===== config.mk =====
export PLATFORM = sky130hd
export DESIGN_NAME = fetch_unit
export DESIGN_NICKNAME = d
export VERILOG_FILES = /design/src/rtl/fetch_unit.sv
export SDC_FILE = /design/constraint.sdc
export NUM_CORES = 1
export LEC_CHECK = 0
export ABC_AREA = 1
export CORE_MARGIN = 8
export CORE_UTILIZATION = 33
export CTS_CLUSTER_DIAMETER = 80
export CTS_CLUSTER_SIZE = 28
export DETAILED_ROUTE_END_ITERATION = 6
export DONT_BUFFER_PORTS = 1
export HOLD_SLACK_MARGIN = 0.08
export PLACE_DENSITY_LB_ADDON = 0.2
export REMOVE_ABC_BUFFERS = 1
export SYNTH_ARGS = -nofsm -noshare
export SYNTH_HDL_FRONTEND = slang
export SYNTH_SLANG_ARGS = --single-unit

===== constraint.sdc =====
create_clock -name clk -period 6.9 [get_ports clk]
set_clock_uncertainty 0.15 [all_clocks]
set_input_delay 2.07 -clock clk [delete_from_list [all_inputs] [get_ports clk]]
set_output_delay 2.07 -clock clk [all_outputs]
set_load 0.02 [all_outputs]

===== src/rtl/fetch_unit.sv =====
// fetch_unit: single-outstanding-request instruction fetch stage.
//
// Issues one word-aligned request at a time to instruction memory.
// It registers the returned word for the decode stage and handshakes
// it out with instr_valid / instr_ready. Redirects (taken branches/jumps)
// can arrive in any state:
//   - FETCH with ack     : the returned word is dropped and the new target is requested.
//   - FETCH without ack  : the target is parked in `pending`; the FSM waits in DROP
//                          for the in-flight ack, then throws that data away.
//   - HOLD               : the buffered instruction is squashed.
//
// Ports
//   clk          in   clock, rising edge
//   R            in   asynchronous active-high reset
//   imem_req     out  memory request (FETCH or DROP)
//   imem_addr    out  fetch address (= pc), stable while imem_req=1
//   imem_ack     in   one-cycle data-valid pulse, may coincide with imem_req
//   imem_rdata   in   fetched instruction word
//   instr        out  registered instruction to decode
//   instr_pc     out  address of instr
//   instr_valid  out  instr holds an undelivered instruction
//   instr_ready  in   decode accepts instr this cycle
//   redirect     in   taken branch / jump
//   redirect_pc  in   redirect target (bits [1:0] ignored)
//   fetch_count  out  number of delivered instructions (wraps)
module fetch_unit #(
  parameter logic [31:0] RESET_PC = 32'h0000_0000
) (
  input  logic        clk,
  input  logic        R,
  output logic        imem_req,
  output logic [31:0] imem_addr,
  input  logic        imem_ack,
  input  logic [31:0] imem_rdata,
  output logic [31:0] instr,
  output logic [31:0] instr_pc,
  output logic        instr_valid,
  input  logic        instr_ready,
  input  logic        redirect,
  input  logic [31:0] redirect_pc,
  output logic [15:0] fetch_count
);

  typedef enum logic [1:0] {IDLE, FETCH, HOLD, DROP} state_t;

  state_t      state;
  state_t      state_nxt;
  logic [31:0] pc;
  logic [31:0] pending;
  logic [31:0] redirect_tgt;

  assign redirect_tgt = redirect_pc & 32'hFFFF_FFFC;

  // State register
  always_ff @(posedge clk or posedge R) begin
    if (R) state <= IDLE;
    else   state <= state_nxt;
  end

  // Next-state logic
  always_comb begin
    state_nxt = state;
    case (state)
      IDLE:  state_nxt = FETCH;
      FETCH: begin
        if (imem_ack && !redirect)      state_nxt = HOLD;
        else if (!imem_ack && redirect) state_nxt = DROP;
      end
      HOLD: begin
        if (redirect || instr_ready) state_nxt = FETCH;
      end
      DROP: begin
        if (imem_ack) state_nxt = FETCH;
      end
      default: state_nxt = IDLE;
    endcase
  end

  // Outputs decoded from state
  always_comb begin
    imem_req  = (state == FETCH) || (state == DROP);
    imem_addr = pc;
  end

  // pc, pending target and the delivery register
  always_ff @(posedge clk or posedge R) begin
    if (R) begin
      pc          <= RESET_PC;
      pending     <= 32'h0;
      instr       <= 32'h0;
      instr_pc    <= 32'h0;
      instr_valid <= 1'b0;
      fetch_count <= 16'h0;
    end else begin
      case (state)
        FETCH: begin
          if (imem_ack && !redirect) begin
            instr       <= imem_rdata;
            instr_pc    <= pc;
            instr_valid <= 1'b1;
            pc          <= pc + 32'd4;
          end else if (imem_ack && redirect) begin
            pc <= redirect_tgt;
          end else if (redirect) begin
            pending <= redirect_tgt;
          end
        end
        DROP: begin
          // A redirect in the ack cycle is newer than the parked one.
          if (imem_ack)      pc      <= redirect ? redirect_tgt : pending;
          else if (redirect) pending <= redirect_tgt;
        end
        HOLD: begin
          if (redirect || instr_ready) instr_valid <= 1'b0;
          if (redirect)                pc          <= redirect_tgt;
          if (instr_ready)             fetch_count <= fetch_count + 16'd1;
        end
        default: ;
      endcase
    end
  end

endmodule


# Yosys cells after proc, flatten, opt, wreduce, memory -nomap -nowiden
# Cells that the tools add are included.
[classes] muxes=18 eq_ne=12 n_reduce_logical=17 n_addsub=2
[ops] cell="32-bit 2-to-1 mux" n=8
[ops] cell="32-bit case mux with 3 select lines" n=1
[ops] cell="32-bit case mux with 2 select lines" n=1
[ops] cell="32-bit by 3-bit adder with 32-bit output (second input constant)" n=1
[ops] cell="16-bit by 1-bit adder with 16-bit output (second input constant)" n=1
[ops] cell="2-bit inequality test (second input constant)" n=6
[ops] cell="2-bit 2-to-1 mux" n=4
[ops] cell="2-bit case mux with 4 select lines" n=1
[ops] cell="4-bit AND reduction" n=2
[ops] cell="3-bit AND reduction" n=2
[ops] cell="2-bit equality test (second input constant)" n=2
[ops] cell="2-bit AND reduction" n=2
[ops] cell="2-bit nonzero test" n=2
[ops] cell="1-bit logical AND" n=3
[ops] cell="3-bit by 1-bit inequality test with 1-bit output (second input constant)" n=1
[ops] cell="3-bit by 2-bit inequality test with 1-bit output (second input constant)" n=1
[ops] cell="3-bit nonzero test" n=1
[ops] cell="2-bit by 1-bit equality test with 1-bit output (second input constant)" n=1
[ops] cell="1-bit zero test" n=2
[ops] cell="2-bit zero test" n=1
[ops] cell="1-bit logical OR" n=2
[ops] cell="1-bit 2-to-1 mux" n=2
[ops] cell="2-bit by 1-bit inequality test with 1-bit output (second input constant)" n=1
[ops] cell="1-bit case mux with 2 select lines" n=1
[totals] out_inout_bits=114 elab_cells=56 register_bits=147

# Longest topological paths before layout
[depth] depth_word=5 depth_mapped=10 depth_no_buf=10

# Least setup slack after synthesis
# Ideal clock, no wire load.
[synth_timing] path_type="in2reg" startpoint="input redirect" endpoint="register instr_pc[0]" path_buffers=2 required_ps=6620 cell_stages=8 setup_time_ps=130 path_slack_ps=3678 arrival_time_ps=2942 cell_sequence="inv_1 > nand2_2 > nor2_4 > inv_2 > buf_2 > buf_2 > nand2_1 > o21ai_0"
[synth_between] elab_chain_cells=3
[synth_rtl] item="from (decl)" line="39" source="input logic redirect,"
[synth_rtl] item="1-bit zero test" line="97" source="if (imem_ack && !redirect) begin"
[synth_rtl] item="1-bit logical AND" line="97"
[synth_rtl] item="2-bit AND reduction (no line)"
[synth_rtl] item="to (signal assigned)" line="99" source="instr_pc <= pc;"
[synth_rtl] item="to (decl)" line="36" source="output logic [31:0] instr_pc,"
# Every way passes these cells.
# A chain may end at the register's enable or synchronous reset.

# Worst setup path after layout
[layout_timing] startpoint="input redirect" endpoint="register instr_pc[23]"
# The elaborated chain is that of the path after synthesis.

==> impl_metrics.yaml <==
routing:
  wl_met3_um: 2420
  routedWlPerCell_um: 18.6
  antenna_left: 0
  met2_length_um: 10600
  via_per_inst: 5.01
  drc: 0
  wl_met1_um: 9580
  num_vias: 6162
  drt_first_pass_iters: 5
  first_iter_violations: 534
  wirelength_um: 22900
  highest_layer: "met5"
die:
  initial_core_util_pct: 33.6
  fp-row-count: 54
  die_height_um: 165
  ios: 183
  die_w_um: 165
  core_sq_mm: 0.0218
  dieArea_sq_mm: 0.0273
grt:
  grt_pass1_vias: 5905
  gr-usage-all-layers_pct: 16.7
  grt_overflow: 0
  antenna_found_initial: 1
  grt_max_degree: 95
  grt_pass1_wl_um: 35100
clocking:
  htreeDepth: 4
  numCtsBuffers: 17
  clk_latency_ns: 0.43
  ctsRootBufferMaster: "clkbuf_16"
  clk_pin_slew_ns: 0.07
  hold_buffers: 0
  cts_resized: 0
  cts.sinks: 147
  cts_tree: "done"
  clock_path_buffers: 2
  cts_setup_buffers: 0
logic_synthesis:
  synthXorXnorAreaFrac_pct: 2.27
  synthTopCellsByArea: "dfrtp_1 (50%), nand2_1 (15%), o21ai_0 (6.9%)"
  ys_seq_elements: 147
  netlist_instances: 956
  synth-compound-area-share_pct: 15.4
  yosysTopAreaCellShare_pct: 50.1
  synth_ff_type: "dfrtp_1"
  yosys.cell_types.count: 38
  synthSimpleGateAreaFrac_pct: 24.8
  synth_mux_area_share_pct: 0
  synth_top_family_by_area: "simple AND/OR/NAND/NOR gates"
  syn_area_sq_mm: 0.00734
  syn-mean-instance-area_sq_um: 7.68
  synth_fa_ha_area_share_pct: 0.341
  ys_async_sr_fraction_pct: 100
  synth_seq_area_share_pct: 50.1
  ys_warn_count: 0
  synth_top_area_cell: "dfrtp_1"
  synth_edf_count: 0
setup_path:
  crit_start: "redirect"
  start_kind: "primary input"
  r2r-start: "state[1]$_DFFE_PP0P_"
  worstReg2RegEnd: "imem_addr[2]$_DFFE_PP0P_"
  critPathKind: "in2reg"
  crit_arrival_ns: 4.37
  cp_max_fo: 49
  crit_required_ns: 7.05
  r2r_slack_ns: 4.03
  worstRegToRegCells: 6
  endpoint_kind: "flip-flop"
outcome:
  outcome: "complete, no violations"
final_layout:
  seqCellArea_sq_mm: 0.00368
  drive_gt1_share_pct: 5.89
  antenna_cells: 0
  final_cell_mix: "nand2_1 (294), dfrtp_1 (147), o21ai_0 (101), nor2_1 (93), inv_1 (82)"
  syn_to_final_growth_pct: 10.5
  fin_area_sq_mm: 0.00811
  fillers: 2287
  final_nets: 1008
  final_common_cell: "nand2_1"
  multi_input_comb_area_sq_mm: 0.00314
  fin_cells: 1230
sta:
  drv_slew: 0
  final.setup.tns_ns: 0
  fmax_mhz: 237
  setup_violations: 0
  finalHoldViolations: 0
  tightest_slew_ns: 1.00
  fin_ws_ns: 2.68
  fin_crit_ns: 4.22
  grt_setup_unrepaired: "no"
  maxSlewHeadroom_pct: 32.8
  finalCritPeriodShare_pct: 61.2
place:
  dp.cells: 1198
  portBuffers: 0
  hpwl_um: 15900
  placed_area_sq_mm: 0.00755
  place.gp.congestion: 0.813
  pre_cts_ws_ns: 2.22
worst_hold_path:
  min_from: "pending[0]$_DFFE_PP0P_"
  hold_depth: 2
  min_to: "pending[0]$_DFFE_PP0P_"
  hp-class: "reg2reg"
power:
  peakVddDrop_v: 0.000159
  leakage_nw: 3.94
  cellPowerDensity_mw_per_mm2: 407
job:
  max_cap_violations: 0
## logic make-up after synthesis
family,after synthesis
AND/OR/NAND/NOR,450
flip-flops,147
adder cells (fa/ha/maj),2
buffers and inverters,132
AO/OA/AOI/OAI,206
XOR/XNOR,19
## final cells by class
cell class / count / share of cell area [%]
Inverter: 89 / 4.18
Clock buffer: 17 / 5.24
Clock inverter: 15 / 1.71
Multi-Input combinational cell: 677 / 38.8
Sequential cell: 147 / 45.3
Timing Repair Buffer: 5 / 0.463
Tap cell: 280 / 4.32
## critical path, stage by stage
cell	delay, ns
inv_1	0.17
nand2_2	0.70
nor2_4	0.07
inv_2	0.63
buf_4	0.51
o21ai_0	0.13
## metrics by stage
stage               utilization [%]  total power [mW]  hold WS (ns)
floorplan                         -              2.14         0.287
global placement               34.6              2.42         0.300
detailed placement             34.6              2.44         0.311
CTS                            37.2              3.35         0.328
global route                   37.2              3.53         0.342
finish                         37.2              3.31         0.329
## worst max path at each step
stage | end | slack, ns | depth (start not counted)
floorplan | fetch_count[0]$_DFFE_PP0P_ | 0.73 | 1
global placement | instr_pc[21]$_DFFE_PP0N_ | 2.28 | 6
detailed placement | instr_pc[29]$_DFFE_PP0N_ | 2.22 | 7
CTS | instr_pc[29]$_DFFE_PP0N_ | 2.67 | 7
global route | instr_pc[24]$_DFFE_PP0N_ | 2.46 | 7
finish | instr_pc[23]$_DFFE_PP0N_ | 2.68 | 6
## per-layer routing
layer	global-route usage, %	vias to the layer above
met3	6.47	25
met1	20.5	2885
met4	4.22	2
met2	27.0	209
li1	-	3041
met5	0	-
## power breakdown
group / switching, mW / total, mW / internal, mW
clock network: 0.429 / 0.906 / 0.478
logic: 0.439 / 0.669 / 0.230
registers: 0.604 / 1.73 / 1.13
## state kept, by name, indices dropped and copies added, names as in the netlist
name	count
fetch_count	16
imem_addr	32
instr	32
instr_pc	32
instr_valid	1
pending	32
state	2
## synthesized netlist by cell type (all sizes together) (3+ instances only)
cell and instances:
o21ai 101, nor3 5, nand3 43, a221oi 11
inv 89, a22oi 4, nor2 97, a21oi 73
buf 19, xor2 13, dfrtp 147, xnor2 6
a31oi 3, nand2 298, clkbuf 24, a211oi 9
No activity file was read; power rests on OpenSTA's default activity.
